[config.mk]
export PLATFORM = sky130hd
export DESIGN_NAME = data_mem_arbiter
export DESIGN_NICKNAME = d
export VERILOG_FILES = /design/src/rtl/data_mem_arbiter.sv
export SDC_FILE = /design/constraint.sdc
export NUM_CORES = 1
export LEC_CHECK = 0
export CORE_MARGIN = 2
export CORE_UTILIZATION = 34
export DETAILED_ROUTE_END_ITERATION = 10
export GPL_TIMING_DRIVEN = 0
export PLACE_DENSITY = 0.75
export SYNTH_ARGS = -nofsm -noshare
export SYNTH_HDL_FRONTEND = slang
export SYNTH_SLANG_ARGS = --single-unit
[constraint.sdc]
create_clock -name clk -period 1.3 [get_ports clk]
set_input_delay 0.13 -clock clk [delete_from_list [all_inputs] [get_ports clk]]
set_output_delay 0.13 -clock clk [all_outputs]
set_load 0.01 [all_outputs]
[src/rtl/data_mem_arbiter.sv]
// Two-port (CPU/DMA) data-memory arbiter with a fixed 3-cycle IDLE/ACCESS/RESP handshake.
// Define DMEM_ARB_RR_EN for round-robin tie-breaking; otherwise port 0 has fixed priority.
module data_mem_arbiter #(
    parameter int DEPTH = 6,
    parameter int DW    = 32
) (
    input  logic          clk,
    input  logic          reset,
    input  logic          req0,
    input  logic          req1,
    input  logic          we0,
    input  logic          we1,
    input  logic [DW-1:0] addr0,
    input  logic [DW-1:0] addr1,
    input  logic [DW-1:0] wdata0,
    input  logic [DW-1:0] wdata1,
    output logic          ack0,
    output logic          ack1,
    output logic          err0,
    output logic          err1,
    output logic [DW-1:0] rdata0,
    output logic [DW-1:0] rdata1,
    output logic          Control,
    output logic          MemRead,
    output logic          MemWrite,
    output logic [DW-1:0] Address,
    output logic [DW-1:0] Writedata,
    input  logic [DW-1:0] ReadData
);

    typedef enum logic [1:0] {IDLE, ACCESS, RESP} state_t;

    localparam logic [DW-1:0] DEPTH_W = DW'(DEPTH);

    state_t        state_q, state_d;
    logic          gnt_q, gnt_d;
    logic          we_q, we_d;
    logic [DW-1:0] addr_q, addr_d;
    logic [DW-1:0] wdata_q, wdata_d;

    logic          control_q, control_d;
    logic          mem_read_q, mem_read_d;
    logic          mem_write_q, mem_write_d;
    logic [DW-1:0] address_q, address_d;
    logic [DW-1:0] writedata_q, writedata_d;

    logic          ack0_q, ack0_d, ack1_q, ack1_d;
    logic          err0_q, err0_d, err1_q, err1_d;
    logic [DW-1:0] rdata0_q, rdata0_d, rdata1_q, rdata1_d;

    logic          grant_one;
    logic          sel_we;
    logic [DW-1:0] sel_addr;
    logic [DW-1:0] sel_wdata;
    logic          sel_in_range;
    logic          lat_in_range;
    logic [DW-1:0] resp_rdata;

`ifdef DMEM_ARB_RR_EN
    // prio_q names the port that wins the next tie
    logic prio_q, prio_d;
    assign grant_one = req1 & (~req0 | prio_q);
`else
    assign grant_one = req1 & ~req0;
`endif

    assign sel_we       = grant_one ? we1 : we0;
    assign sel_addr     = grant_one ? addr1 : addr0;
    assign sel_wdata    = grant_one ? wdata1 : wdata0;
    assign sel_in_range = sel_addr < DEPTH_W;
    assign lat_in_range = addr_q < DEPTH_W;
    assign resp_rdata   = (lat_in_range && !we_q) ? ReadData : '0;

    always_comb begin
        state_d     = state_q;
        gnt_d       = gnt_q;
        we_d        = we_q;
        addr_d      = addr_q;
        wdata_d     = wdata_q;
        control_d   = 1'b0;
        mem_read_d  = 1'b0;
        mem_write_d = 1'b0;
        address_d   = '0;
        writedata_d = '0;
        ack0_d      = 1'b0;
        ack1_d      = 1'b0;
        err0_d      = 1'b0;
        err1_d      = 1'b0;
        rdata0_d    = '0;
        rdata1_d    = '0;
`ifdef DMEM_ARB_RR_EN
        prio_d      = prio_q;
`endif
        case (state_q)
            IDLE: begin
                if (req0 || req1) begin
                    state_d     = ACCESS;
                    gnt_d       = grant_one;
                    we_d        = sel_we;
                    addr_d      = sel_addr;
                    wdata_d     = sel_wdata;
                    // Memory-side outputs are registered, so they are loaded on entry to ACCESS
                    control_d   = sel_in_range;
                    mem_read_d  = sel_in_range & ~sel_we;
                    mem_write_d = sel_in_range & sel_we;
                    address_d   = sel_addr;
                    writedata_d = sel_wdata;
`ifdef DMEM_ARB_RR_EN
                    prio_d      = ~grant_one;
`endif
                end
            end
            ACCESS: begin
                state_d = RESP;
                if (gnt_q) begin
                    ack1_d   = 1'b1;
                    err1_d   = ~lat_in_range;
                    rdata1_d = resp_rdata;
                end else begin
                    ack0_d   = 1'b1;
                    err0_d   = ~lat_in_range;
                    rdata0_d = resp_rdata;
                end
            end
            RESP:    state_d = IDLE;
            default: state_d = IDLE;
        endcase
    end

    always_ff @(posedge clk) begin
        if (reset) begin
            state_q     <= IDLE;
            gnt_q       <= 1'b0;
            we_q        <= 1'b0;
            addr_q      <= '0;
            wdata_q     <= '0;
            control_q   <= 1'b0;
            mem_read_q  <= 1'b0;
            mem_write_q <= 1'b0;
            address_q   <= '0;
            writedata_q <= '0;
            ack0_q      <= 1'b0;
            ack1_q      <= 1'b0;
            err0_q      <= 1'b0;
            err1_q      <= 1'b0;
            rdata0_q    <= '0;
            rdata1_q    <= '0;
`ifdef DMEM_ARB_RR_EN
            prio_q      <= 1'b0;
`endif
        end else begin
            state_q     <= state_d;
            gnt_q       <= gnt_d;
            we_q        <= we_d;
            addr_q      <= addr_d;
            wdata_q     <= wdata_d;
            control_q   <= control_d;
            mem_read_q  <= mem_read_d;
            mem_write_q <= mem_write_d;
            address_q   <= address_d;
            writedata_q <= writedata_d;
            ack0_q      <= ack0_d;
            ack1_q      <= ack1_d;
            err0_q      <= err0_d;
            err1_q      <= err1_d;
            rdata0_q    <= rdata0_d;
            rdata1_q    <= rdata1_d;
`ifdef DMEM_ARB_RR_EN
            prio_q      <= prio_d;
`endif
        end
    end

    assign Control   = control_q;
    assign MemRead   = mem_read_q;
    assign MemWrite  = mem_write_q;
    assign Address   = address_q;
    assign Writedata = writedata_q;
    assign ack0      = ack0_q;
    assign ack1      = ack1_q;
    assign err0      = err0_q;
    assign err1      = err1_q;
    assign rdata0    = rdata0_q;
    assign rdata1    = rdata1_q;

endmodule

==> impl_metrics.yaml, run 1 <==
timing:
  clock.fmax_mhz: 627
  setup_viol: 105
  finClkSkew_ns: 0.00926
  worstMarginPinSlew_ns: 0.507
  period_share_pct: 123
  min_period_ns: 1.60
  grt_setup_unrepaired: "yes"
  worst_slack_ns: -0.295
  slew_viol_final: 0
  hold_violations: 0
  relSlewSlack_pct: 66.2
clock_network:
  root_buffer: "clkbuf_16"
  clock_path_buffers: 2
  cts_made_buffers: 17
  htree_levels: 4
  ctsHoldBuffers: 0
  clock_sinks: 170
  clk-insertion-delay-late_ns: 0.43
  cts_tree: "built"
  clkTransAtPathRegs_ns: 0.07
hold_path:
  hold_depth: 2
  worstHoldStart: "req0"
  hold_end: "gnt_q"
  hold_path_class: "input port to flop"
final_layout:
  fin_nets: 1087
  fillers: 1188
  final_util_pct: 66.7
  stdcell_area_um2: 10200
  syn2layout_area_growth_pct: 90.0
  drive_above_1_share_pct: 19.1
pwr:
  p_per_area_nw_per_um2: 1220
  internal_power_mw: 9.34
  leakagePower_nw: 4.76
  comb_power_share_pct: 14.6
  clockPowerShare_pct: 41.0
  seqPwrFrac_pct: 44.4
  ir_drop_mv: 0.949
  swShare_pct: 25.2
  p_switching_mw: 3.15
worst_setup_path:
  worstPathArrival_ns: 1.96
  timing.rr.start: "addr_q[19]"
  crit_required_ns: 1.66
  reg2regPathDepth: 5
  critPathCaptureType: "flop"
  crit_type: "flop to flop"
  rrSetupSlack_ns: -0.30
  r2r_end: "rdata0[27]"
  cp_max_fo: 8
  start_kind: "flop"
logic_synthesis:
  ys_async_sr_fraction_pct: 0
  synth_top_area_share_pct: 63.3
  synth_common_cells: "dfxtp_1 (170), nand2_1 (129), a21oi_1 (67), nor2_1 (65), nand2b_1 (33)"
  synth_area_leaders: "dfxtp_1 (63%), nand2_1 (9.0%), a21oi_1 (6.2%), nor2_1 (4.5%), a21o_1 (4.3%)"
  syn_area_um2: 5370
  synth-edff-count: 0
  synth-seq-area-share_pct: 63.3
  avgSynthCellArea_um2: 9.28
  ys_dominant_reg_cell: "dfxtp_1"
  yosys_warnings: 0
  synth_cell_types: 26
  yosysTopAreaCell: "dfxtp_1"
  syn_nets: 745
  synthCells: 579
  synth_seq_cells: 170
  synth.most_common_cell: "dfxtp_1"
global_route:
  track_usage_pct: 22.4
  grt_max_degree: 17
  gr-total-overflow: 0
  grt_first_pass_wirelength_um: 28300
  antenna_found_initial: 2
  grt_pass1_vias: 5274
die:
  dieWidth_um: 130
  num_io_pins: 301
  core_um2: 15300
  die_h_um: 130
  start_util_pct: 35.1
  std_cell_rows: 45
  die_area_um2: 16800
place:
  dpl.hpwl_um: 13800
  routabilityCongestion: 0.819
  port_buffers: 300
  placed_cell_area_um2: 8660
run_status:
  status: "complete, but fails checks"
  violations: "setup timing"
job:
  drv_cap: 0
routing:
  wl_per_cell_um: 17.2
  drc: 0
  drt_wl_total_um: 19700
  avgViaCountPerCell: 4.71
  firstDrtPassIters: 5
  via_count: 5400
  drt_iter0_drc: 213
  ant_nets: 0
-- worst max-delay path by stage --
stage,start,endpoint,slack (ns),cells past startpoint
floorplan,addr1[24],MemRead,-0.12,3
global placement,reset,rdata0[10],-0.85,6
detailed placement,reset,rdata0[10],-0.89,6
CTS,addr_q[30],rdata0[9],-0.21,5
global route,state_q[0],MemRead,-0.36,4
finish,addr_q[19],rdata0[27],-0.30,5
-- per-layer routing --
layer / GRT usage [%] / vias up / share of wire (%)
met3: 6.11 / 47 / 7.3
met1: 25.5 / 2499 / 38
met4: 9.49 / 0 / 3.1
li1: - / 2603 / -
met2: 39.5 / 251 / 52
met5: 0 / - / 0
-- cells by family after synthesis --
kind of cell           share of synthesized area (%)
AOI/OAI and AO/OA                               11.5
muxes                                          0.396
and+or+nand+nor                                 22.2
DFF                                             63.3
buffers and inverters                           2.56
-- flip-flops by register name, summed over array words and instances, names as in the netlist --
signal,flops
ack1,1
MemWrite,1
rdata1,32
ack0,1
err1,1
Address,32
err0,1
state_q,2
Control,1
we_q,1
rdata0,32
Writedata,32
addr_q,31
gnt_q,1
MemRead,1
-- through the flow --
| stage | hold slack, ns | setup TNS [ns] | power (mW) | std cells | setup WS (ns) |
|---|---|---|---|---|---|
| 2_1_floorplan | 0.203 | -0.274 | 6.19 | 579 | -0.123 |
| 3_3_place_gp | 0.434 | -111.14 | 7.15 | 1090 | -0.854 |
| 3_5_place_dp | 0.441 | -115.50 | 7.17 | 1090 | -0.888 |
| 4_1_cts | 0.0595 | -15.05 | 12.4 | 1141 | -0.212 |
| 5_1_grt | 0.106 | -28.47 | 12.9 | 1145 | -0.359 |
| 6_report | 0.0673 | -21.65 | 12.5 | 1146 | -0.295 |
-- critical path, stage by stage, from the launching register on --
cell     delay [ns]
dfxtp_2        0.34
nor4_4         0.32
and4_4         0.33
nand3_4        0.20
buf_8          0.22
nor2_2         0.11
-- what timing repair did --
item	CTS	global route
setup endpoints to repair	294	145
pin swaps	37	8
cloned	8	1
buffers inserted	12	4
gates resized for setup	302	84
-- power by group through the flow --
stage               Clock (mW)  Sequential (mW)  Combinational [mW]
floorplan                    0             5.70               0.492
global placement             0             5.64                1.51
detailed placement           0             5.65                1.52
CTS                       5.17             5.54                1.73
global route              5.41             5.57                1.94
finish                    5.12             5.55                1.82
-- cell usage in the layout, fill, tap and decap left out, types with 3 or more instances in the layout --
| cell | n |
|---|---|
| dfxtp_1 | 165 |
| clkdlybuf4s50_1 | 157 |
| dlygate4sd2_1 | 143 |
| nand2_1 | 129 |
| nor2_4 | 40 |
| a21oi_1 | 39 |
| nand2b_1 | 33 |
| a21o_1 | 31 |
| a21oi_4 | 20 |
| nor2_1 | 20 |
| clkbuf_16 | 20 |
| buf_4 | 16 |
| nor4_1 | 12 |
| buf_6 | 9 |
| a21oi_2 | 8 |
| buf_8 | 7 |
| nor2_2 | 5 |
| dfxtp_2 | 5 |
| clkbuf_2 | 4 |
| buf_2 | 4 |
| clkbuf_1 | 4 |
| inv_6 | 4 |
| clkbuf_8 | 4 |
| nor2b_1 | 3 |
| buf_12 | 3 |
| a211oi_2 | 3 |
| nor3_1 | 3 |
| a211oi_1 | 3 |
| clkinv_4 | 3 |
-- layout make-up --
type | instances | area (um^2) | area share, %
Antenna cell | 2 | 5.00 | 0.0490
Buffer | 32 | 303 | 2.97
Clock buffer | 18 | 439 | 4.30
Clock inverter | 13 | 159 | 1.56
Inverter | 2 | 7.51 | 0.0735
Multi-Input combinational cell | 374 | 2500 | 24.5
Sequential cell | 170 | 3410 | 33.4
Tap cell | 211 | 264 | 2.59
Timing Repair Buffer | 324 | 3120 | 30.6
(Power assumes the default switching activity.)
==> inputs of run 2 (changes only) <==
--- a/config.mk
+++ b/config.mk
@@ -5,6 +5,7 @@
 export SDC_FILE = /design/constraint.sdc
 export NUM_CORES = 1
 export LEC_CHECK = 0
+export CORE_ASPECT_RATIO = 0.5
 export CORE_MARGIN = 2
 export CORE_UTILIZATION = 34
 export DETAILED_ROUTE_END_ITERATION = 10
==> run 2 against run 1 <==
  * The run still ends with setup timing left
  * Total power is 5.8% higher
  * Setup slack better by 0.059 ns
  * Cell area is 3.2% higher
  * Sequential share of layout area is 1.0 points lower
  * Clock power is 11% higher
  * Combinational power is 9% higher
  * Clock skew hardly changed
  * Critical path depth stayed put
  * Fmax is 3.8% higher
  * Highest routed layer unchanged
==> impl_metrics.yaml, run 2 (synthesis gave the netlist of run 1 again) <==
worst_setup_path:
  cp_slowest_cell: "and4_4"
  worstPathArrival_ns: 1.89
  crit_path_max_incr_delay_ns: 0.33
  cp_max_fo: 8
  crit_required_ns: 1.65
  crit_path_cell_trace: "nor4_2, and4_4, nand3_4, clkbuf_16, nor2_4"
  crit_type: "flop to flop"
  start_kind: "flop"
  rrSetupSlack_ns: -0.24
  r2r_end: "rdata0[16]"
  reg2regPathDepth: 5
  timing.rr.start: "addr_q[13]"
  critPathCaptureType: "flop"
routing:
  via_count: 5440
  drc: 0
  ant_nets: 0
  drt_wl_total_um: 20300
  drt_iter0_drc: 285
  wl_per_cell_um: 18.0
  firstDrtPassIters: 4
  avgViaCountPerCell: 4.81
pwr:
  totalPowerFinal_mw: 13.2
  ir_drop_mv: 1.01
  p_per_area_nw_per_um2: 1250
  leakagePower_nw: 4.84
die:
  std_cell_rows: 32
  core_um2: 15400
  die_h_um: 92.9
  die_area_um2: 16900
  num_io_pins: 301
  start_util_pct: 34.9
  dieWidth_um: 182
global_route:
  antenna_found_initial: 0
  grtUsageMet2_pct: 39.8
  grt_use_met1_pct: 26.6
  grt_max_degree: 17
  grt.busiest_layer: "met2"
  gr-total-overflow: 0
  track_usage_pct: 22.3
  grt_first_pass_wirelength_um: 28700
  grt_pass1_vias: 5370
  use_met3_pct: 4.56
timing:
  finClkSkew_ns: 0.00942
  min_period_ns: 1.54
  setup_viol: 91
  worst_slack_ns: -0.237
  worstMarginPinSlew_ns: 0.490
  slew_viol_final: 0
  period_share_pct: 118
  clock.fmax_mhz: 651
  hold_violations: 0
  relSlewSlack_pct: 67.4
  grt_setup_unrepaired: "yes"
final_layout:
  final_common_cell: "dfxtp_1"
  drive_above_1_share_pct: 23.0
  layout_common_cells: "dfxtp_1 (163), clkdlybuf4s50_1 (156), dlygate4sd2_1 (143)"
  fin_nets: 1082
  insertedDiodeCount: 0
  syn2layout_area_growth_pct: 96.1
clock_network:
  cts_made_buffers: 17
  ctsHoldBuffers: 0
  clk-insertion-delay-late_ns: 0.42
  clock_path_buffers: 2
  clock_sinks: 170
  root_buffer: "clkbuf_16"
  htree_levels: 4
  cts_tree: "built"
  clkTransAtPathRegs_ns: 0.07
hold_path:
  hold_end: "Address[25]"
  hold_depth: 3
  hold_path_class: "input port to flop"
  worstHoldStart: "addr1[25]"
place:
  dp_slack_ns: -0.922
  dpl.hpwl_um: 14200
  routabilityCongestion: 0.828
  port_buffers: 300
run_status:
  status: "complete, but fails checks"
  violations: "setup timing"
job:
  drv_cap: 0
==> run 2: cell types whose count changed in the layout (fill, tap and decap cells not counted), moves of 7 or more <==
cell / change
buf_4: -7
a21oi_1: -32
a21oi_4: +12
a21oi_2: +20
nor2_2: +7
nor2_4: -7
==> run 2: worst max-delay path, delay by kind of cell, from the launching register on <==
| kind | cells | cell delay (ns) |
|---|---|---|
| AND/OR/NAND/NOR | 4 | 0.90 |
| buffers and inverters | 1 | 0.25 |
| flip-flops | 1 | 0.32 |
==> run 2: how the worst max path moves through the flow <==
stage | start | endpoint | slack (ns) | depth (start not counted)
after CTS | addr_q[5] | rdata0[10] | -0.18 | 5
after detailed placement | req1 | Writedata[12] | -0.92 | 7
after floorplan | addr1[24] | MemRead | -0.12 | 3
after global routing | addr_q[13] | rdata0[16] | -0.34 | 5
final | addr_q[13] | rdata0[16] | -0.24 | 5
after global placement | req1 | Writedata[12] | -0.89 | 7
==> run 2: layer usage <==
layer | up-vias | part of all wire, %
li1 | 2583 | -
met1 | 2608 | 41
met2 | 201 | 51
met3 | 48 | 4.8
met4 | 0 | 2.9
met5 | - | 0
==> run 2: power breakdown <==
part / internal [mW] / switching, mW / total, mW
Clock: 3.47 / 2.20 / 5.67
Sequential: 5.44 / 0.117 / 5.56
Combinational: 1.05 / 0.933 / 1.99
==> run 2: stage by stage <==
stage	utilization (%)	hold slack (ns)	TNS (ns)	cell area, um^2	std cells
finish	68.4	0.0779	-14.25	10500	1132
global route	68.4	0.0880	-23.96	10500	1132
CTS	63.4	0.0932	-10.17	9770	1123
detailed placement	56.1	0.441	-109.03	8650	1083
global placement	56.1	0.437	-103.44	8650	1083
floorplan	-	0.203	-0.274	5390	579
==> run 2: cell type report <==
type / instances / area (um^2)
Fill cell: 1149 / 4880
Sequential cell: 170 / 3410
Timing Repair Buffer: 318 / 3130
Multi-Input combinational cell: 374 / 2730
Clock buffer: 17 / 425
Buffer: 33 / 349
Tap cell: 204 / 255
Clock inverter: 14 / 231
Inverter: 2 / 7.51
==> run 2: timing repair <==
item	4_1_cts	5_1_grt
setup endpoints to repair	294	138
pin swaps	12	32
buffers inserted	5	3
gates cloned	4	6
resized for setup	284	152
